$ cat config.mk
export PLATFORM = sky130hd
export DESIGN_NAME = rtc_timekeeper
export DESIGN_NICKNAME = d
export VERILOG_FILES = /design/src/rtl/rtc_pkg.sv /design/src/rtl/bin2bcd99.sv /design/src/rtl/rtc_timekeeper.sv
export SDC_FILE = /design/constraint.sdc
export NUM_CORES = 1
export LEC_CHECK = 0
export BUFFER_PORTS_ARGS = -buffer_cell sky130_fd_sc_hd__buf_2
export CAP_MARGIN = 0
export CORE_ASPECT_RATIO = 1.1
export CORE_MARGIN = 10
export CORE_UTILIZATION = 30
export DETAILED_ROUTE_END_ITERATION = 12
export PLACE_DENSITY_LB_ADDON = 0.2
export SLEW_MARGIN = 20
export SYNTH_ARGS = -nofsm -noshare
export SYNTH_HDL_FRONTEND = slang
export SYNTH_SLANG_ARGS = --single-unit
$ cat constraint.sdc
create_clock -name clk -period 4.85 [get_ports clk]
set_input_delay 0.7275 -clock clk [delete_from_list [all_inputs] [get_ports clk]]
set_output_delay 0.7275 -clock clk [all_outputs]
set_load 0.02 [all_outputs]
$ cat src/rtl/rtc_pkg.sv
// Shared constants, field codes and wrap-step helper for the RTC timekeeper.
package rtc_pkg;

    localparam int unsigned BCD_W   = 4;
    localparam int unsigned FIELD_W = 7;
    localparam int unsigned SEL_W   = 3;
    localparam int unsigned TIME_W  = 6 * BCD_W;

    typedef enum logic [SEL_W-1:0] {
        FIELD_SEC     = 3'd0,
        FIELD_MIN     = 3'd1,
        FIELD_HR      = 3'd2,
        FIELD_ALM_MIN = 3'd3,
        FIELD_ALM_HR  = 3'd4
    } field_sel_e;

    // One edit step: +1 wraps max->0, -1 wraps 0->max, both or neither hold.
    function automatic logic [FIELD_W-1:0] wrap_step(
        input logic [FIELD_W-1:0] val,
        input logic [FIELD_W-1:0] max_val,
        input logic               inc,
        input logic               dec
    );
        logic [FIELD_W-1:0] res;
        res = val;
        if (inc && !dec) begin
            res = (val >= max_val) ? '0 : val + FIELD_W'(1);
        end else if (dec && !inc) begin
            res = (val == '0) ? max_val : val - FIELD_W'(1);
        end
        return res;
    endfunction

endpackage

$ cat src/rtl/bin2bcd99.sv
// Combinational 7-bit binary to two BCD digits; tens digit saturates at 9.
module bin2bcd99
    import rtc_pkg::*;
(
    input  logic [FIELD_W-1:0] bin,
    output logic [BCD_W-1:0]   tens,
    output logic [BCD_W-1:0]   ones
);

    logic [FIELD_W-1:0] tens_raw;

    always_comb begin
        tens_raw = bin / FIELD_W'(10);
        tens     = (tens_raw > FIELD_W'(9)) ? BCD_W'(9) : BCD_W'(tens_raw);
        ones     = BCD_W'(bin % FIELD_W'(10));
    end

endmodule

$ cat src/rtl/rtc_timekeeper.sv
// Time-of-day counter with field editing and 12/24 h BCD display.
// Alarm compiled in with RTC_TIMEKEEPER_ALARM_EN.
module rtc_timekeeper
    import rtc_pkg::*;
#(
    parameter int unsigned TICK_DIV  = 1,
    parameter int unsigned SEC_MAX   = 59,
    parameter int unsigned HOUR_MAX  = 23,
    parameter int unsigned ALARM_LEN = 10
) (
    input  logic              clk,
    input  logic              rst,
    input  logic              tick_in,
    input  logic              mode12,
    input  logic              set_mode,
    input  logic [SEL_W-1:0]  field_sel,
    input  logic              inc_btn,
    input  logic              dec_btn,
    output logic [TIME_W-1:0] time_bcd,
    output logic              pm,
    output logic              sec_strobe,
    output logic              day_wrap,
    output logic              alarm_out
);

    localparam int unsigned        PRESC_W    = 10;
    localparam logic [PRESC_W-1:0] PRESC_LAST = PRESC_W'(TICK_DIV - 1);
    localparam logic [FIELD_W-1:0] SEC_LIM    = FIELD_W'(SEC_MAX);
    localparam logic [FIELD_W-1:0] HR_LIM     = FIELD_W'(HOUR_MAX);

    logic [PRESC_W-1:0] presc_q, presc_d;
    logic [FIELD_W-1:0] sec_q, sec_d, min_q, min_d, hr_q, hr_d;
    logic               sec_strobe_q, sec_strobe_d;
    logic               day_wrap_q, day_wrap_d;
    logic [TIME_W-1:0]  time_bcd_q, time_bcd_d;
    logic               pm_q, pm_d;
    logic               sec_evt_c;
    logic [FIELD_W-1:0] disp_hr_c;
    logic [BCD_W-1:0]   hr_t, hr_o, min_t, min_o, sec_t, sec_o;

    // Prescaler, carry chain and field edits
    always_comb begin
        presc_d      = presc_q;
        sec_d        = sec_q;
        min_d        = min_q;
        hr_d         = hr_q;
        sec_evt_c    = 1'b0;
        sec_strobe_d = 1'b0;
        day_wrap_d   = 1'b0;

        if (set_mode) begin
            presc_d = '0;
            case (field_sel)
                FIELD_SEC: sec_d = wrap_step(sec_q, SEC_LIM, inc_btn, dec_btn);
                FIELD_MIN: min_d = wrap_step(min_q, SEC_LIM, inc_btn, dec_btn);
                FIELD_HR:  hr_d  = wrap_step(hr_q, HR_LIM, inc_btn, dec_btn);
                default: ;
            endcase
        end else if (tick_in) begin
            if (presc_q == PRESC_LAST) begin
                presc_d   = '0;
                sec_evt_c = 1'b1;
            end else begin
                presc_d = presc_q + PRESC_W'(1);
            end
        end

        if (sec_evt_c) begin
            sec_strobe_d = 1'b1;
            if (sec_q == SEC_LIM) begin
                sec_d = '0;
                if (min_q == SEC_LIM) begin
                    min_d = '0;
                    if (hr_q == HR_LIM) begin
                        hr_d       = '0;
                        day_wrap_d = 1'b1;
                    end else begin
                        hr_d = hr_q + FIELD_W'(1);
                    end
                end else begin
                    min_d = min_q + FIELD_W'(1);
                end
            end else begin
                sec_d = sec_q + FIELD_W'(1);
            end
        end
    end

    // 12 h remap: 0 shows as 12, 13.. show as hr-12
    always_comb begin
        disp_hr_c = hr_q;
        if (mode12) begin
            if (hr_q == '0) begin
                disp_hr_c = FIELD_W'(12);
            end else if (hr_q > FIELD_W'(12)) begin
                disp_hr_c = hr_q - FIELD_W'(12);
            end
        end
        pm_d       = mode12 && (hr_q >= FIELD_W'(12));
        time_bcd_d = {hr_t, hr_o, min_t, min_o, sec_t, sec_o};
    end

    bin2bcd99 u_bcd_hr  (.bin(disp_hr_c), .tens(hr_t),  .ones(hr_o));
    bin2bcd99 u_bcd_min (.bin(min_q),     .tens(min_t), .ones(min_o));
    bin2bcd99 u_bcd_sec (.bin(sec_q),     .tens(sec_t), .ones(sec_o));

    always_ff @(posedge clk) begin
        if (rst) begin
            presc_q      <= '0;
            sec_q        <= '0;
            min_q        <= '0;
            hr_q         <= '0;
            sec_strobe_q <= 1'b0;
            day_wrap_q   <= 1'b0;
            time_bcd_q   <= '0;
            pm_q         <= 1'b0;
        end else begin
            presc_q      <= presc_d;
            sec_q        <= sec_d;
            min_q        <= min_d;
            hr_q         <= hr_d;
            sec_strobe_q <= sec_strobe_d;
            day_wrap_q   <= day_wrap_d;
            time_bcd_q   <= time_bcd_d;
            pm_q         <= pm_d;
        end
    end

    assign time_bcd   = time_bcd_q;
    assign pm         = pm_q;
    assign sec_strobe = sec_strobe_q;
    assign day_wrap   = day_wrap_q;

`ifdef RTC_TIMEKEEPER_ALARM_EN
    localparam int unsigned ALM_CNT_W = 10;

    logic [FIELD_W-1:0]   alm_min_q, alm_min_d, alm_hr_q, alm_hr_d;
    logic [ALM_CNT_W-1:0] alm_cnt_q, alm_cnt_d;
    logic                 alarm_out_q, alarm_out_d;

    // Alarm edits, match on the post-carry time, and seconds countdown
    always_comb begin
        alm_min_d   = alm_min_q;
        alm_hr_d    = alm_hr_q;
        alm_cnt_d   = alm_cnt_q;
        alarm_out_d = alarm_out_q;

        if (set_mode) begin
            case (field_sel)
                FIELD_ALM_MIN: alm_min_d = wrap_step(alm_min_q, SEC_LIM, inc_btn, dec_btn);
                FIELD_ALM_HR:  alm_hr_d  = wrap_step(alm_hr_q, HR_LIM, inc_btn, dec_btn);
                default: ;
            endcase
        end

        if (set_mode || inc_btn || dec_btn) begin
            alarm_out_d = 1'b0;
            alm_cnt_d   = '0;
        end else if (sec_evt_c && sec_d == '0 && min_d == alm_min_q && hr_d == alm_hr_q) begin
            alarm_out_d = 1'b1;
            alm_cnt_d   = ALM_CNT_W'(ALARM_LEN);
        end else if (sec_evt_c && alarm_out_q) begin
            if (alm_cnt_q <= ALM_CNT_W'(1)) begin
                alarm_out_d = 1'b0;
                alm_cnt_d   = '0;
            end else begin
                alm_cnt_d = alm_cnt_q - ALM_CNT_W'(1);
            end
        end
    end

    always_ff @(posedge clk) begin
        if (rst) begin
            alm_min_q   <= '0;
            alm_hr_q    <= '0;
            alm_cnt_q   <= '0;
            alarm_out_q <= 1'b0;
        end else begin
            alm_min_q   <= alm_min_d;
            alm_hr_q    <= alm_hr_d;
            alm_cnt_q   <= alm_cnt_d;
            alarm_out_q <= alarm_out_d;
        end
    end

    assign alarm_out = alarm_out_q;
`else
    assign alarm_out = 1'b0;
`endif

endmodule
==> summary.md <==
| Metric | Value |
|---|---|
| Synth Warn # | 0 |
| Length of routed met2 wiring | 6180 um |
| Synth Net Count | 647 |
| Worst-path fanout max | 3 |
| Sw Share | 0.286 |
| Kind of critical path | flip-flop to flip-flop |
| DRT iter0 DRCs | 413 |
| Port Buffers | 36 |
| CP arrival | 4.78 ns |
| Fillers | 1526 |
| Power Internal | 1.07 mW |
| CP Launch Type | flip-flop |
| Slew margin rel. | 0.245 |
| H-tree levels | 3 |
| Crit path largest cell delay | 0.51 ns |
| Syn-to-layout area delta | 19.1% |
| Clock share of power | 0.456 |
| GRT Total Usage | 0.132 |
| First-pass iteration count of the detailed router | 5 |
| Number of global-route vias before repair | 4385 |
| Status | finished, final reports clean |
| CTS buffer count | 9 |
| Via count | 4612 |
| Total grt overflow | 0 |
| Share of layout cells above drive strength 1 | 0.168 |
| Proportion of power drawn by combinational gates | 0.196 |
| CP Launch Point | hr_q[2]$_SDFF_PP0_ |
| Minimum clock period | 4.56 ns |
| Fmax | 219 MHz |
| Static Leakage | 1.99 nW |
| Peak VDD IR | 0.139 mV |
| RR Startpoint | hr_q[2]$_SDFF_PP0_ |
| Area of the multi-input gates | 0.00316 mm^2 |
| Chip Height | 149 um |
| Antenna viol nets, final | 0 |
| Final Hold Vio Count | 0 |
| Num ports | 38 |
| Vias/cell | 5.47 |
| Buffer and inverter count on the worst path | 1 |
| Nets | 678 |
| Max-Cap Viols | 0 |
| Worst R2R End | time_bcd[17]$_SDFF_PP0_ |
| Worst Reg-to-Reg Cells | 21 |
| DRC Markers | 0 |
| HPWL after DPL | 9610 um |
| Crit share post-route | 0.940 |
| #FFs+latches synth | 58 |
| FF/Latch Area | 0.00116 mm^2 |
| # setup viols final | 0 |
| CTS tree | built |
| Crit-path cells | ha_1, or4b_4, nor4b_4, o211a_4, a21oi_1, ha_2, a41oi_4, nor3_2, or4_4, nand2_4, ha_2, nand2_1, nand2_1, o41ai_1, a31oi_1, a211oi_2, buf_4, xnor2_1, ha_2, o221a_2, mux2_4 |
| Pin count of the biggest net entering global routing | 43 |
| Netlist area before placement | 0.00451 mm^2 |
| Met1 WL | 6060 um |
| Reg2Reg Setup Slack | 0.29 ns |
| CP dominant cell by count | ha_2 |
| Final Wtd Congestion | 0.873 |
| Routed WL per cell | 15.7 um |
| Initial Util | 0.310 |
| Required time of the critical path | 5.07 ns |
| Later-pin clock latency in the skew report | 0.34 ns |
| Slowest-stage cell, CP | or4b_4 |
| Top_reg_cell synth | dfxtp_1 |
| Row Count | 46 |
| CP delay by family, top | simple AND/OR/NAND/NOR gates |
| Die area | 0.0203 mm^2 |
| Routed wl met3 | 727 um |
| Post-Syn Instances | 614 |
| Count of final max-slew check failures | 0 |
| CTS sink cnt | 58 |
| Reg clk slew, reported paths | 0.05 ns |
| NetSw | 0.428 mW |
| Most frequent cells in the layout | nor2_1 (72), dfxtp_1 (58), nand2_1 (52), a21oi_1 (47), o21ai_0 (42) |
| Count of different cell masters after synthesis | 75 |
| Fraction of registers with async set/reset | 0 |
| CTS root buf | clkbuf_16 |
| PD cells | 279 mW/mm^2 |
| Total power | 1.50 mW |
| Sequential share of the synthesized area | 0.258 |
| Post-synth EDFFs | 0 |
| Top routing layer used | met5 |
| Commonest non-fill, non-tap cell in the layout | nor2_1 |
| Final Util | 0.369 |
| CTS hold repair buffers | 0 |
| Crit end category | flip-flop |
| Final WL | 13200 um |
| Slew @ Worst Pin | 1.12 ns |
| Synth Area per Inst | 7.34 um^2 |
| Chip width | 137 um |
| Min-Delay Path Class | flip-flop to flip-flop |
| Antenna violations before repair | 2 |
| CP Depth | 21 |
| Setup Skew | 0.00503 ns |
| Crit path capture | time_bcd[17]$_SDFF_PP0_ |
| CORE AREA | 0.0146 mm^2 |
| Clk buf depth | 2 |
| Sequential share of power | 0.348 |
| Global-route wire length before repair | 21900 um |
| RSZ-0062 raised after global routing | no |
-- cells by family (layout without fill, tap and decap cells) --
kind of cell,count (synthesis),after routing,share of synthesized area
simple gates,246,246,0.278
compound gates,183,183,0.267
buf+inv,68,104,0.0605
flops,58,58,0.258
xor+xnor,26,26,0.0505
fa+ha+maj,23,23,0.0638
mux,9,9,0.0222
other cells,1,2,0.000832
-- how the worst min path moves through the flow --
| stage | start | end | slack, ns | depth (start not counted) |
|---|---|---|---|---|
| after floorplan | presc_q[9]$_SDFFE_PP0P_ | presc_q[9]$_SDFFE_PP0P_ | 0.48 | 2 |
| after global placement | presc_q[9]$_SDFFE_PP0P_ | presc_q[9]$_SDFFE_PP0P_ | 0.51 | 2 |
| after detailed placement | presc_q[9]$_SDFFE_PP0P_ | presc_q[9]$_SDFFE_PP0P_ | 0.52 | 2 |
| after CTS | presc_q[9]$_SDFFE_PP0P_ | presc_q[9]$_SDFFE_PP0P_ | 0.53 | 2 |
| after global routing | presc_q[0]$_SDFFE_PP0P_ | presc_q[0]$_SDFFE_PP0P_ | 0.57 | 2 |
| final | presc_q[9]$_SDFFE_PP0P_ | presc_q[9]$_SDFFE_PP0P_ | 0.53 | 2 |
-- worst register-to-register path: stages, from the launching register on --
cell	delay [ns]
dfxtp_1	0.31
ha_1	0.21
or4b_4	0.51
nor4b_4	0.27
o211a_4	0.21
a21oi_1	0.06
ha_2	0.21
a41oi_4	0.21
nor3_2	0.07
or4_4	0.44
nand2_4	0.11
ha_2	0.18
nand2_1	0.05
nand2_1	0.08
o41ai_1	0.06
a31oi_1	0.22
a211oi_2	0.14
buf_4	0.19
xnor2_1	0.13
ha_2	0.19
o221a_2	0.29
mux2_4	0.30
-- sequential cells by signal, summed over array words and instances (netlist names) --
signal / cells
day_wrap: 1
hr_q: 7
presc_q: 10
sec_q: 7
min_q: 7
sec_strobe: 1
time_bcd: 24
pm: 1
-- synth_stat cells (all sizes together) (11+ instances only) --
master / n / area, um^2
a21oi: 48 / 240
nor3: 23 / 115
a31oi: 11 / 68.8
ha: 23 / 288
nand3: 19 / 95.1
o21ai: 42 / 210
a211oi: 13 / 97.6
nor2b: 12 / 75.1
xnor2: 17 / 149
nor2: 72 / 270
nand2: 53 / 199
inv: 24 / 90.1
dfxtp: 58 / 1160
clkbuf: 38 / 144
-- metal layers --
metal | GRT usage | up-vias
met3 | 0.0263 | 18
li1 | - | 2304
met5 | 0 | -
met2 | 0.210 | 124
met4 | 0.0591 | 2
met1 | 0.166 | 2164
-- power groups by stage --
stage	sequential, mW	combinational (mW)	clock [mW]
2_1_floorplan	0.531	0.209	0
3_3_place_gp	0.531	0.282	0
3_5_place_dp	0.531	0.284	0
4_1_cts	0.521	0.285	0.702
5_1_grt	0.525	0.328	0.728
6_report	0.521	0.293	0.684
-- through the flow --
step           hold slack, ns  setup TNS [ns]  worst slack [ns]  area [um^2]  cells
3_3_place_gp            0.513               0            0.0464         4960    822
6_report                0.532               0             0.289         5370    843
3_5_place_dp            0.521         -0.0789           -0.0789         4960    822
2_1_floorplan           0.480               0            0.0186         4550    614
5_1_grt                 0.574               0            0.0174         5370    842
4_1_cts                 0.533               0             0.158         5290    838
-- final cells by class --
| type | instances | area share |
|---|---|---|
| Antenna cell | 1 | 0.000466 |
| Clock buffer | 13 | 0.0522 |
| Clock inverter | 3 | 0.00839 |
| Inverter | 25 | 0.0175 |
| Multi-Input combinational cell | 488 | 0.589 |
| Sequential cell | 58 | 0.216 |
| Tap cell | 192 | 0.0448 |
| Timing Repair Buffer | 63 | 0.0713 |
-- timing repair --
action,in CTS,in global routing
setup endpoints to repair,0,4
gates resized for setup,0,8
buffers inserted,0,4
Note: power is estimated with default switching activity, not from simulation.
